===== config.mk =====
export PLATFORM = sky130hd
export DESIGN_NAME = steering_ctrl
export DESIGN_NICKNAME = d
export VERILOG_FILES = /design/src/rtl/steering_ctrl.sv
export SDC_FILE = /design/constraint.sdc
export NUM_CORES = 1
export LEC_CHECK = 0
export CORE_AREA = 5 5 105 107
export CTS_BUF_LIST = sky130_fd_sc_hd__clkbuf_4
export DETAILED_ROUTE_END_ITERATION = 8
export DIE_AREA = 0 0 110 112
export MAX_ROUTING_LAYER = met4
export SYNTH_ARGS = -nofsm -noshare
export SYNTH_HDL_FRONTEND = slang
export SYNTH_SLANG_ARGS = --single-unit

===== constraint.sdc =====
create_clock -name clk -period 5.9 [get_ports clk]
set_input_delay 1.475 -clock clk [delete_from_list [all_inputs] [get_ports clk]]
set_output_delay 1.475 -clock clk [all_outputs]
set_load 0.03 [all_outputs]

===== src/rtl/steering_ctrl.sv =====
// Line-follower steering: per-frame PD correction around a base speed, lost-line
// hold/search FSM and two glitch-free PWM motor outputs.
module steering_ctrl #(
    parameter int unsigned IMG_W        = 640,
    parameter int unsigned PWM_BITS     = 8,
    parameter int unsigned PWM_DIV      = 1,
    parameter int unsigned BASE_SPEED   = 128,
    parameter int unsigned KP           = 1,
    parameter int unsigned KD           = 0,
    parameter int unsigned CORR_SHIFT   = 0,
    parameter int unsigned LOST_FRAMES  = 8,
    parameter int unsigned SEARCH_SPEED = 96
) (
    input  logic                      clk,
    input  logic                      rst,
    input  logic [$clog2(IMG_W):0]    centroid_x,
    input  logic                      line_valid,
    input  logic                      line_lost,
    output logic [PWM_BITS-1:0]       duty_left,
    output logic [PWM_BITS-1:0]       duty_right,
    output logic                      pwm_left,
    output logic                      pwm_right,
    output logic [1:0]                state,
    output logic                      update
);

    localparam int unsigned CX_W   = $clog2(IMG_W) + 1;
    localparam int unsigned ERR_W  = CX_W;
    localparam int unsigned D_W    = ERR_W + 1;
    localparam int unsigned KMAX   = (KP > KD) ? KP : KD;
    localparam int unsigned GAIN_W = $clog2(KMAX + 1) + 1;
    localparam int unsigned ACC_W  = D_W + GAIN_W + PWM_BITS + 2;
    localparam int unsigned DMAX   = (2 ** PWM_BITS) - 1;
    localparam int unsigned CNT_W  = $clog2(LOST_FRAMES + 1);
    localparam int unsigned DIV_W  = (PWM_DIV > 1) ? $clog2(PWM_DIV) : 1;

    localparam logic [CX_W-1:0]            CX_MAX   = CX_W'(IMG_W - 1);
    localparam logic [CX_W-1:0]            CX_MID   = CX_W'(IMG_W / 2);
    localparam logic signed [GAIN_W-1:0]   KP_S     = GAIN_W'(KP);
    localparam logic signed [GAIN_W-1:0]   KD_S     = GAIN_W'(KD);
    localparam logic signed [ACC_W-1:0]    BASE_S   = ACC_W'(BASE_SPEED);
    localparam logic signed [ACC_W-1:0]    DMAX_S   = ACC_W'(DMAX);
    localparam logic [PWM_BITS-1:0]        DMAX_D   = PWM_BITS'(DMAX);
    localparam logic [PWM_BITS-1:0]        SEARCH_D = PWM_BITS'(SEARCH_SPEED);
    localparam logic [CNT_W-1:0]           LOST_LIM = CNT_W'(LOST_FRAMES);

    typedef enum logic [1:0] {IDLE = 2'd0, TRACK = 2'd1, HOLD = 2'd2, SEARCH = 2'd3} state_t;

    state_t cur, state_n;

    // Stage 0: frame capture
    logic            s0_valid, s0_lost;
    logic [CX_W-1:0] s0_cx;

    always_ff @(posedge clk or posedge rst) begin
        if (rst) begin
            s0_valid <= 1'b0;
            s0_lost  <= 1'b0;
            s0_cx    <= '0;
        end else begin
            s0_valid <= line_valid;
            if (line_valid) begin
                s0_lost <= line_lost;
                s0_cx   <= centroid_x;
            end
        end
    end

    // Stage 1: clamp and heading error
    logic [CX_W-1:0]          cx_clamp_c;
    logic signed [ERR_W-1:0]  err_c;
    logic                     s1_valid, s1_lost;
    logic signed [ERR_W-1:0]  s1_err;

    assign cx_clamp_c = (s0_cx > CX_MAX) ? CX_MAX : s0_cx;
    assign err_c      = $signed(cx_clamp_c) - $signed(CX_MID);

    always_ff @(posedge clk or posedge rst) begin
        if (rst) begin
            s1_valid <= 1'b0;
            s1_lost  <= 1'b0;
            s1_err   <= '0;
        end else begin
            s1_valid <= s0_valid;
            if (s0_valid) begin
                s1_lost <= s0_lost;
                s1_err  <= err_c;
            end
        end
    end

    // Stage 2: derivative and gain products; search side is latched per frame so
    // it reflects only the non-lost frames that preceded it
    logic signed [ERR_W-1:0] prev_err;
    logic                    have_prev;
    logic signed [D_W-1:0]   d_c;
    logic signed [ACC_W-1:0] pk_c, pd_c;
    logic                    s2_valid, s2_lost, s2_seek_left;
    logic signed [ACC_W-1:0] s2_pk, s2_pd;

    assign d_c  = have_prev ? (D_W'(s1_err) - D_W'(prev_err)) : '0;
    assign pk_c = ACC_W'(s1_err) * ACC_W'(KP_S);
    assign pd_c = ACC_W'(d_c) * ACC_W'(KD_S);

    always_ff @(posedge clk or posedge rst) begin
        if (rst) begin
            s2_valid     <= 1'b0;
            s2_lost      <= 1'b0;
            s2_seek_left <= 1'b0;
            s2_pk        <= '0;
            s2_pd        <= '0;
            prev_err     <= '0;
            have_prev    <= 1'b0;
        end else begin
            s2_valid <= s1_valid;
            if (s1_valid) begin
                s2_lost      <= s1_lost;
                s2_pk        <= pk_c;
                s2_pd        <= pd_c;
                s2_seek_left <= ~prev_err[ERR_W-1];
                if (!s1_lost) begin
                    prev_err  <= s1_err;
                    have_prev <= 1'b1;
                end else begin
                    have_prev <= 1'b0;
                end
            end
        end
    end

    // Stage 3: sum, saturate, lost-line FSM
    function automatic logic [PWM_BITS-1:0] sat(input logic signed [ACC_W-1:0] v);
        if (v[ACC_W-1])  return '0;
        if (v > DMAX_S)  return DMAX_D;
        return PWM_BITS'(v);
    endfunction

    logic signed [ACC_W-1:0] sum_c, corr_c;
    logic [PWM_BITS-1:0]     seek_l_c, seek_r_c;
    logic [PWM_BITS-1:0]     duty_left_n, duty_right_n;
    logic [CNT_W-1:0]        lost_cnt, lost_cnt_n;
    logic                    update_n;

    assign sum_c    = s2_pk + s2_pd;
    assign corr_c   = sum_c >>> CORR_SHIFT;
    assign seek_l_c = s2_seek_left ? SEARCH_D : '0;
    assign seek_r_c = s2_seek_left ? '0 : SEARCH_D;

    always_ff @(posedge clk or posedge rst) begin
        if (rst) begin
            cur        <= IDLE;
            duty_left  <= '0;
            duty_right <= '0;
            lost_cnt   <= '0;
            update     <= 1'b0;
        end else begin
            cur        <= state_n;
            duty_left  <= duty_left_n;
            duty_right <= duty_right_n;
            lost_cnt   <= lost_cnt_n;
            update     <= update_n;
        end
    end

    always_comb begin
        state_n      = cur;
        duty_left_n  = duty_left;
        duty_right_n = duty_right;
        lost_cnt_n   = lost_cnt;
        update_n     = 1'b0;
        if (s2_valid) begin
            update_n = 1'b1;
            if (!s2_lost) begin
                state_n      = TRACK;
                duty_left_n  = sat(BASE_S + corr_c);
                duty_right_n = sat(BASE_S - corr_c);
                lost_cnt_n   = '0;
            end else begin
                case (cur)
                    IDLE: begin
                        duty_left_n  = '0;
                        duty_right_n = '0;
                    end
                    TRACK: begin
                        lost_cnt_n = CNT_W'(1);
                        if (LOST_FRAMES <= 1) begin
                            state_n      = SEARCH;
                            duty_left_n  = seek_l_c;
                            duty_right_n = seek_r_c;
                        end else begin
                            state_n = HOLD;
                        end
                    end
                    HOLD: begin
                        lost_cnt_n = lost_cnt + CNT_W'(1);
                        if (lost_cnt_n >= LOST_LIM) begin
                            state_n      = SEARCH;
                            duty_left_n  = seek_l_c;
                            duty_right_n = seek_r_c;
                        end
                    end
                    default: begin
                        state_n = SEARCH;
                    end
                endcase
            end
        end
    end

    assign state = cur;

    // PWM: duties are adopted only at counter wrap so a period is never truncated
    logic [DIV_W-1:0]    div_cnt, div_n;
    logic [PWM_BITS-1:0] pwm_cnt, cnt_n, act_l, act_r, act_l_n, act_r_n;
    logic                step_c, wrap_c;

    assign step_c  = (div_cnt == DIV_W'(PWM_DIV - 1));
    assign div_n   = step_c ? '0 : div_cnt + DIV_W'(1);
    assign cnt_n   = step_c ? pwm_cnt + PWM_BITS'(1) : pwm_cnt;
    assign wrap_c  = step_c && (pwm_cnt == DMAX_D);
    assign act_l_n = wrap_c ? duty_left : act_l;
    assign act_r_n = wrap_c ? duty_right : act_r;

    always_ff @(posedge clk or posedge rst) begin
        if (rst) begin
            div_cnt   <= '0;
            pwm_cnt   <= '0;
            act_l     <= '0;
            act_r     <= '0;
            pwm_left  <= 1'b0;
            pwm_right <= 1'b0;
        end else begin
            div_cnt   <= div_n;
            pwm_cnt   <= cnt_n;
            act_l     <= act_l_n;
            act_r     <= act_r_n;
            pwm_left  <= (cnt_n < act_l_n);
            pwm_right <= (cnt_n < act_r_n);
        end
    end

endmodule

# == Word level (Yosys, flattened, before mapping) ==
# Cells that the tools add are included.
# totals
regBits,101
in_bits,15
out_inout_bits,21
word_cells,91
# op_classes
addsub,6
order_cmp,6
n_eq_ne,7
n_mux,41
bitwise_logic,3
reduce_logical,6
# ops
cell,count
$mux 8,15
$pmux 8 s2,2
$gt 12x9->1 const B,2
$lt 8x8->1,2
$mux 1,16
$mux 7,2
$add 9x11->12 const A,1
$sub 9x11->12 const A,1
$gt 11x10->1 const B,1
$mux 11,1
$sub 11x10->11 const B,1
$add 8x1->8 const B,1
$eq 8x8->1 const B,1
$pmux 4 s2,1
$ne 3x1->1 const B,2
$pmux 2 s3,1
$reduce_and 3->1,2
$add 4x1->4 const B,1
$ge 4x4->1 const B,1
$mux 2,2
$mux 4,1
$reduce_and 2->1,2
$ne 3x3->1 const B,1
$not 1->1,3
other kinds (6),6

# == Longest topological paths before layout ==
# logic_depth
ltp_word,10
depth_mapped,9
depth_no_buf,8

# == Least setup slack after synthesis ==
# Ideal clock, no wire load.
# synth_timing
kind,register to register
from,register pwm_cnt[0]
to,register pwm_right
setup_time_ns,0.122
arrival_ns,2.493
t_required_ns,5.778
path_slack_ns,3.285
stages_incl_launch_ff,10
path_buffers,1
synth_period_minus_slack_ns,2.615
cell_sequence,dfrtp_1 -> ha_1 -> nand3_2 -> nor3_4 -> buf_2 -> mux2i_1 -> ha_1 -> a211oi_1 -> nor2_1 -> a2111oi_1
# synth_via
elab_chain_len,4
word_cells_on_any_way,6
cone_classes,1 x add/sub; 1 x order compare; 1 x eq/ne; 2 x mux; 1 x reduce/logical
# synth_lines
item,line,source
start: declaration,214,"logic [PWM_BITS-1:0] pwm_cnt, cnt_n, act_l, act_r, act_l_n, act_r_n;"
start signal: assignment,234,pwm_cnt <= cnt_n;
"parallel branches: the longest is 3 deep, another holds $add 8x1->8",-,
$lt 8x8->1 *,238,pwm_right <= (cnt_n < act_r_n);
end signal: assignment,238,
end: declaration,22,"output logic pwm_right,"
# Every way passes the cells marked *.
# A chain may end at the register's enable or synchronous reset.

# == Worst setup path after layout ==
# layout_timing
from,register cur[0] (netlist: state[0])
to,output port state[0]
# layout_rtl
item,line,source
start: declaration,49,"state_t cur, state_n;"
start signal: assignment,157,cur <= state_n;
end: declaration,23,"output logic [1:0] state,"
# No word-level cell between the ends.

==> results.py <==
metrics = {
    "global_route": {
        "grt_max_degree": 49,
        "grt_remaining_overflow": 0,
        "grtUsageMet3_pct": 3.01,
        "use_met2_pct": 21.9,
        "use_met1_pct": 20.3,
        "grt_antenna_before_repair": 0,
        "grt_pass1_wl_um": 14200,
        "track_usage_pct": 15.0,
        "busiest_layer": "met2",
        "grt_pass1_vias": 2895,
    },
    "yosys": {
        "ys_seq_area_share_pct": 51.9,
        "yosys_warnings": 0,
        "syn_avg_cell_area_um2": 11.1,
        "postSynthCellCount": 391,
        "ys_seq_elements": 90,
        "ys_async_sr_fraction_pct": 100,
        "yosys-top-cells-area": "dfrtp_1 (52%), ha_1 (6.1%), mux2_2 (5.7%)",
        "syn_nets": 427,
        "netlist_area_um2": 4340,
        "synth_edf_count": 0,
        "synth.distinct_cells": 55,
        "synthFlopType": "dfrtp_1",
        "yosysTopAreaCell": "dfrtp_1",
        "yosys.area.top_type_share_pct": 51.9,
    },
    "sta": {
        "period_needed_ns": 3.33,
        "rsz0062_at_grt": "false",
        "fmax_ghz": 0.300,
        "slew_headroom_pct": 26.3,
        "final.period_utilization_pct": 56.5,
        "finClkSkew_ns": 0.0179,
        "slew_viol_final": 0,
        "setup_viol": 0,
        "tightest_slew_ns": 1.10,
        "finalHoldViolCount": 0,
        "finalSetupTns_ns": 0,
    },
    "setup_path": {
        "crit_family": "buffers and inverters",
        "setup.worst_path.end_class": "output pin",
        "critPathLaunchType": "register",
        "path_class": "reg -> out",
        "crit_buf_inv": 1,
        "cp.required_ns": 4.43,
        "max_stage_delay_ns": 0.76,
        "critical_path.slowest_cell": "clkdlybuf4s50_1",
        "crit_chain": "clkdlybuf4s50_1",
        "cp_max_fo": 18,
        "critical_path_arrival_ns": 1.86,
    },
    "power_and_ir_drop": {
        "sequentialPowerShare_pct": 49.4,
        "powerDensity_nw_per_um2": 344,
        "power_frac_comb_pct": 28.6,
        "leakagePower_nw": 2.22,
        "p_clk_share_pct": 22.0,
        "design_power_total_w": 0.00170,
        "switching_power_w": 0.000592,
        "swShare_pct": 34.8,
        "intPower_w": 0.00111,
        "ir_worst_vdd_mv": 0.142,
    },
    "final_layout": {
        "fin_nets": 458,
        "antenna_cells": 0,
        "regArea_um2": 2250,
        "fin_util_pct": 49.3,
        "final_area_um2": 4950,
        "multiInputGateArea_um2": 1890,
        "drive_above_1_share_pct": 11.7,
        "fill_cells": 958,
        "syn_to_final_growth_pct": 14.0,
    },
    "floorplan": {
        "fp.dieH_um": 112,
        "core-area_um2": 10000,
        "start_util_pct": 43.2,
        "ioPinCount": 36,
        "dieArea_um2": 12300,
        "die_x_um": 110,
        "row_count": 37,
    },
    "clock_tree": {
        "ctsHoldBuffers": 0,
        "root_buffer": "clkbuf_4",
        "cts_tree": "yes",
        "post_cts_resized": 0,
        "numClockSinks": 90,
        "cts_htree_levels": 3,
        "post-cts-setup-buffers": 0,
        "numCtsBuffers": 9,
        "clockBufferDepth": 2,
        "cts.clk_slew.worst_paths_ns": 0.13,
        "clk_latency_ns": 0.45,
    },
    "placement": {
        "numPortBuffers": 35,
        "dp_hpwl_um": 5970,
        "routabilityCongestion": 0.824,
        "dpl-instance-area_um2": 4790,
    },
    "route": {
        "drt_wl_total_um": 8080,
        "num_vias": 2894,
        "antenna_left": 0,
        "first_iter_violations": 116,
        "drcViolationCount": 0,
        "drtPass1Iterations": 4,
        "via_per_inst": 5.14,
        "route.detailed.wl_per_inst_um": 14.3,
    },
    "min_path": {
        "hp-class": "reg -> reg",
    },
    "flow_run": {
        "maxCapViolCount": 0,
    },
    "run_status": {
        "outcome": "completed",
    },
}
synthesized netlist by cell type (all sizes together) (2+ instances only):
cell type and instances:
mux2 22, o31ai 2, a22o 4, a31oi 2, o22ai 2, nor3 15, o2111ai 2, nand3b 3
xnor2 10, clkbuf 10, ha 21, xor2 5, buf 6, a21o 3, or2 2, a2111oi 2
a311oi 2, a211oi 2, a21oi 12, inv 33, mux2i 17, o21ai 24, nand3 7, dfrtp 90
nand2 30, o211ai 8, nor2 28, nand2b 2, a221o 6, o221a 2
kinds of logic (layout without fill, tap and decap cells):
group / Yosys count / in the layout / synth area share [%]
muxes: 39 / 39 / 9.62
AOI/OAI and AO/OA: 83 / 83 / 14.0
and+or+nand+nor: 94 / 94 / 10.8
adders and majority gates: 21 / 21 / 6.05
xor gates and xnor gates: 15 / 15 / 3.02
DFF: 90 / 90 / 51.9
buffers and inverters: 49 / 85 / 4.64
registers in the layout, summed over array words and instances (netlist names), 8 cells and up:
register	cells
s0_cx	11
act_r	8
duty_right	8
s1_err	11
act_l	8
duty_left	8
s2_pk	11
pwm_cnt	8
power groups by stage:
stage	clock network (W)	logic [W]	registers, W
final	0.000374	0.000488	0.000841
after global routing	0.000419	0.000531	0.000861
after CTS	0.000387	0.000493	0.000841
after detailed placement	0	0.000492	0.000855
after global placement	0	0.000487	0.000852
after floorplan	0	0.000235	0.000912
layout by cell type, fill, tap and decap left out, drive strengths merged, types with 4 or more instances in the layout:
cell and count:
xnor2 10, o21ai 24, a22o 4, o211ai 8, a21oi 12, dfrtp 90
nor2 28, ha 21, clkdlybuf4s50 35, mux2i 17, nand2 30, xor2 5
nand3 7, mux2 22, clkinv 5, a221o 6, clkbuf 10, inv 32
nor3 15
final timing paths:
kind                                     startpoint                  endpoint  slack, ns  cells after the start
setup reg to reg               pwm_cnt[0]$_DFF_PP0_       pwm_right$_DFF_PP0_       2.84                      8
max in group asynchronous                       rst      state[1]$_DFFE_PP0P_       3.40                      3
setup / recovery               state[0]$_DFFE_PP0P_                  state[0]       2.57                      1
hold reg to reg            prev_err[10]$_DFFE_PP0P_  s2_seek_left$_DFFE_PP0P_       0.46                      1
hold / removal             prev_err[10]$_DFFE_PP0P_  s2_seek_left$_DFFE_PP0P_       0.46                      1
min in group asynchronous                       rst        act_l[1]$_DFF_PP0_       1.42                      2
final cells by class:
| class | count | area share, % |
|---|---|---|
| flip-flops and latches | 90 | 45.5 |
| multi-input cells | 252 | 38.2 |
| repair buffers | 36 | 7.23 |
| well taps | 136 | 3.44 |
| inverters | 33 | 2.53 |
| clock inverters | 6 | 1.64 |
| clock buffers | 10 | 1.52 |
through the flow:
| stage | setup WS (ns) | hold slack, ns | std cells |
|---|---|---|---|
| after floorplan | 2.09 | 0.370 | 391 |
| after global routing | 2.43 | 0.484 | 563 |
| after detailed placement | 2.79 | 0.435 | 547 |
| after CTS | 2.53 | 0.465 | 563 |
| final | 2.57 | 0.461 | 563 |
| after global placement | 2.85 | 0.434 | 547 |
routing by layer:
layer	up-vias	wire length (um)
li1	1451	-
met1	1381	3950
met2	45	3670
met3	17	284
met4	0	174
met5	-	0
Power figures use the tool's default switching activity.
==> variant 1, RTL diff (config.mk and constraints unchanged) <==
Change the parameter `SEARCH_SPEED` from 96 to 64.
--- a/src/rtl/steering_ctrl.sv
+++ b/src/rtl/steering_ctrl.sv
@@ -11,3 +11,3 @@
     parameter int unsigned LOST_FRAMES  = 8,
-    parameter int unsigned SEARCH_SPEED = 96
+    parameter int unsigned SEARCH_SPEED = 64
 ) (
Check against the original RTL: no difference found for any inputs over 10 cycles, from zero or initial values and one cycle with rst high; that may be too few to reach the edited logic, so the function may still have changed.
==> variant 1 against the original RTL <==
- register-to-register slack improved by 0.13 ns
- critical endpoint is now state[1]
- power down 6.3%
- critical path type unchanged
- global-route usage down 0.35 points
- sequential power fell by 3.8%
- final area is 1.5% lower
- non-clock buffer count unchanged
- sequential cell count is the same
- count of clock-buffer cells in the layout did not move
- synthesized area down 2.0%
- fmax up 2.5%
- worst setup slack improved by 0.082 ns
- routed wire length down 1.7%
- clock power is 5% lower
==> variant 1: results (changes against the original RTL) <==
run_status:
  outcome: "completed"  # unchanged
timing:
  finalClockSkew_ns: 0.01729  # was 0.01790 ns
  hold_ws_ns: 0.4590  # was 0.4612 ns
  max_slew.worst_pin.slew_ns: 1.015  # was 1.101 ns
yosys:
  synth.area.mux_share_pct: 10.11  # was 9.623%
  post_synth_most_frequent_cells: "90 x dfrtp_1, 30 x inv_1, 30 x nand2_1"  # was 90 x dfrtp_1, 33 x inv_1, 30 x nand2_1
  ys_seq_area_share_pct: 52.89  # was 51.86%
  synth_area_leaders: "dfrtp_1 53%, ha_1 6.2%, mux2_2 5.6%"  # was dfrtp_1 52%, ha_1 6.1%, mux2_2 5.7%
  synth_fp_nets: 416  # was 427
  synthXorXnorAreaFrac_pct: 2.880  # was 3.025%
layout:
  drive_above_1_share_pct: 12.20  # was 11.71%
  fin_cells: 554  # was 563
  filler_instances: 990  # was 958
clocking:
  clock_tree.htree_level_count: 3  # unchanged
global_routing:
  gr-usage-met2_pct: 21.52  # was 21.89%
  via_count_of_the_first_global_routing_pass: 2836  # was 2895
  grtUsageMet1_pct: 19.94  # was 20.34%
  grtUsageMet3_pct: 2.609  # was 3.014%
  global_route_wire_length_before_repair_um: 13910  # was 14210 um
  grt_start_max_net_pins: 60  # was 49
placement:
  detailedPlacementHpwl_um: 5867  # was 5969 um
  placed_cells_incl_taps: 538  # was 547
  placement_stage_worst_setup_slack_ns: 2.817  # was 2.790 ns
power_and_ir_drop:
  swShare_pct: 35.59  # was 34.77%
  internal-power_mw: 1.028  # was 1.111 mW
  power_frac_clock_pct: 22.2  # was 22.0%
  vdd_ir_drop_max_mv: 0.1623  # was 0.1423 mV
  power_sequential_mw: 0.809  # was 0.841 mW
  power.static_leakage_nw: 2.137  # was 2.216 nW
worst_setup_path:
  worstSetupStartpoint: "state[1]"  # was state[0]
  critical_path_arrival_ns: 1.78  # was 1.86 ns
  path_max_fanout: 13  # was 18
  setup_slack_on_the_worst_flop_to_flop_path_ns: 2.97  # was 2.84 ns
  r2r-start: "pwm_cnt[0]"  # unchanged
route:
  detailedRoute.firstIterationViolations: 95  # was 116
  avgViaCountPerCell: 5.108  # was 5.140
  met2WireLength_um: 3668  # was 3670 um
  routed_wire_length_per_instance_um: 14.33  # was 14.34 um
variant 1: cell types whose count changed in the layout (fill, tap and decap cells not counted), moves of 4 or more:
| cell | change |
|---|---|
| o211ai_1 | -7 |
| o21ai_1 | +6 |
| nand3_1 | +5 |
| a211oi_1 | +4 |
| nor2_1 | -4 |
| a221o_1 | -6 |
| a22o_1 | -4 |
| a32oi_1 | +8 |
variant 1: worst max-delay path by stage:
stage          cells after the start       end  slack [ns]
2_1_floorplan                      1  act_l[0]        2.09
4_1_cts                            1  state[1]        2.62
5_1_grt                            1  state[1]        2.54
6_report                           1  state[1]        2.65
3_5_place_dp                       3  s0_cx[4]        2.82
3_3_place_gp                       3  s0_cx[6]        2.83
variant 1: cell type report:
cell class	count	area (um2)	area share, %
clock buffers	10	75.07	1.539
multi-input cells	246	1833	37.58
clock inverters	6	75.07	1.539
flip-flops and latches	90	2252	46.18
inverters	30	113.9	2.335
repair buffers	36	357.8	7.337
well taps	136	170.2	3.489
==> variant 2, RTL diff (same settings) <==
Made on the original files. Add an input register stage for `centroid_x`, `line_valid` and `line_lost`; this delays them by one clock.
--- a/src/rtl/steering_ctrl.sv
+++ b/src/rtl/steering_ctrl.sv
@@ -48,2 +48,12 @@
 
+    logic [$clog2(IMG_W):0] centroid_x_q;
+    logic line_valid_q;
+    logic line_lost_q;
+
+    always_ff @(posedge clk) begin
+        centroid_x_q <= centroid_x;
+        line_valid_q <= line_valid;
+        line_lost_q  <= line_lost;
+    end
+
     state_t cur, state_n;
@@ -60,6 +70,6 @@
         end else begin
-            s0_valid <= line_valid;
-            if (line_valid) begin
-                s0_lost <= line_lost;
-                s0_cx   <= centroid_x;
+            s0_valid <= line_valid_q;
+            if (line_valid_q) begin
+                s0_lost <= line_lost_q;
+                s0_cx   <= centroid_x_q;
             end
Behaviour: not the same (a bounded check fails within 10 cycles, from zero or initial values and one cycle with rst high).
==> variant 2 against the original RTL <==
- synthesized area is 3.7% higher
- largest cell class unchanged
- routed wire length up 3.7%
- final cell count grew 1.4%
- clock skew grew 0.0087 ns
- final area rose by 3.7%
- power grew 3.6%
- register-to-register slack better by 0.12 ns
- count of clock-buffer cells in the layout down 1
- global-route usage is essentially flat
- non-clock buffer count increased by 1
- sequential power up 12%
- sequential cell count rose by 13
- worst setup slack got worse by 0.053 ns
- largest power group unchanged
==> variant 2: results (changes against the original RTL) <==
global_routing:
  grt_start_max_net_pins: 47  # was 49
  via_count_of_the_first_global_routing_pass: 2901  # was 2895
  global_route_wire_length_before_repair_um: 14190  # was 14210 um
  overall_track_demand_over_capacity_in_global_routing_pct: 15.08  # was 15.04%
yosys:
  yosys.area_share.adder_pct: 5.832  # was 6.050%
  compound_cell_area_share_of_the_yosys_netlist_pct: 13.52  # was 14.03%
  post_synth_most_frequent_cells: "90 x dfrtp_1, 33 x nor2_1, 29 x inv_1"  # was 90 x dfrtp_1, 33 x inv_1, 30 x nand2_1
  synth_cell_types: 47  # was 55
  synthXorXnorAreaFrac_pct: 2.527  # was 3.025%
  synth_async_sr_flop_share_pct: 87.38  # was 100.0%
  synth_fp_nets: 433  # was 427
  synth.area.mux_share_pct: 9.414  # was 9.623%
  ys_seq_area_share_pct: 55.76  # was 51.86%
  synth_area_leaders: "dfrtp_1 50%, ha_1 5.8%, dfxtp_1 5.8%"  # was dfrtp_1 52%, ha_1 6.1%, mux2_2 5.7%
placement:
  detailedPlacementHpwl_um: 6181  # was 5969 um
  placement_stage_worst_setup_slack_ns: 2.853  # was 2.790 ns
  gp_routability_congestion: 0.8108  # was 0.8236
power_and_ir_drop:
  internal-power_mw: 1.118  # was 1.111 mW
  vdd_ir_drop_max_mv: 0.1414  # was 0.1423 mV
  power.static_leakage_nw: 2.284  # was 2.216 nW
route:
  drt-met1-wl_um: 3950  # was 3947 um
  vias: 2962  # was 2894
  met2WireLength_um: 4030  # was 3670 um
  routed_wire_length_per_instance_um: 14.67  # was 14.34 um
  detailedRoute.firstIterationViolations: 91  # was 116
  detailroute.wirelength.met3_um: 331  # was 284 um
  drt_first_pass_iters: 5  # was 4
layout:
  design.final.nets: 466  # was 458
  drive_above_1_share_pct: 11.95  # was 11.71%
clocking:
  clk_pin_slew_worst_paths_ns: 0.17  # was 0.13 ns
  clock_tree.htree_level_count: 3  # unchanged
timing:
  timing.slew.headroom_pct: 36.87  # was 26.29%
  finalClockSkew_ns: 0.02659  # was 0.01790 ns
worst_setup_path:
  worstPathBufferInverterCount: 1  # unchanged
  critical_path_arrival_ns: 1.91  # was 1.86 ns
run_status:
  outcome: "completed"  # unchanged
floorplanning:
  die_area_um2: 12320  # unchanged
[variant 2: kinds of logic (layout without fill, tap and decap cells)]
group,after synthesis,count (layout)
simple gates,89,89
xor+xnor,13,13
flops,103,103
mux,39,39
buf+inv,44,82
fa+ha+maj,21,21
compound gates,88,88
[variant 2: routing by layer]
metal  global-route usage, %  up-vias
met5                       -        -
met4                   2.660        0
met3                   4.406        7
met2                   22.82       48
met1                   20.43     1441
li1                        -     1466
[variant 2: layout make-up]
type | instances | area [um2]
Inverter | 29 | 110.1
Clock inverter | 7 | 83.83
Clock buffer | 9 | 67.56
Fill cell | 949 | 4910
Timing Repair Buffer | 37 | 365.4
Tap cell | 136 | 170.2
Multi-Input combinational cell | 250 | 1827
Sequential cell | 103 | 2512
[variant 2: final timing paths]
kind,start,to,slack [ns],depth (start not counted)
setup / recovery,state[1],state[1],2.52,1
hold / removal,prev_err[10],s2_seek_left,0.46,1
setup reg to reg,pwm_cnt[0],pwm_left,2.96,8
hold reg to reg,prev_err[10],s2_seek_left,0.46,1
max in group asynchronous,rst,act_r[5],3.43,3
min in group asynchronous,rst,s1_err[6],1.43,2
[variant 2: metrics by stage]
step	utilization [%]	cell area [um2]	std cells
after detailed placement	49.62	4985	555
after global routing	51.13	5136	571
after CTS	51.13	5136	571
after global placement	49.62	4985	555
final	51.13	5136	571
after floorplan	-	4506	397
[variant 2: power by group through the flow]
stage | Combinational (mW) | Sequential [mW] | Clock [mW]
after detailed placement | 0.470 | 0.959 | 0
after global placement | 0.464 | 0.954 | 0
final | 0.466 | 0.941 | 0.357
after CTS | 0.472 | 0.945 | 0.376
after floorplan | 0.212 | 1.00 | 0
after global routing | 0.507 | 0.959 | 0.405
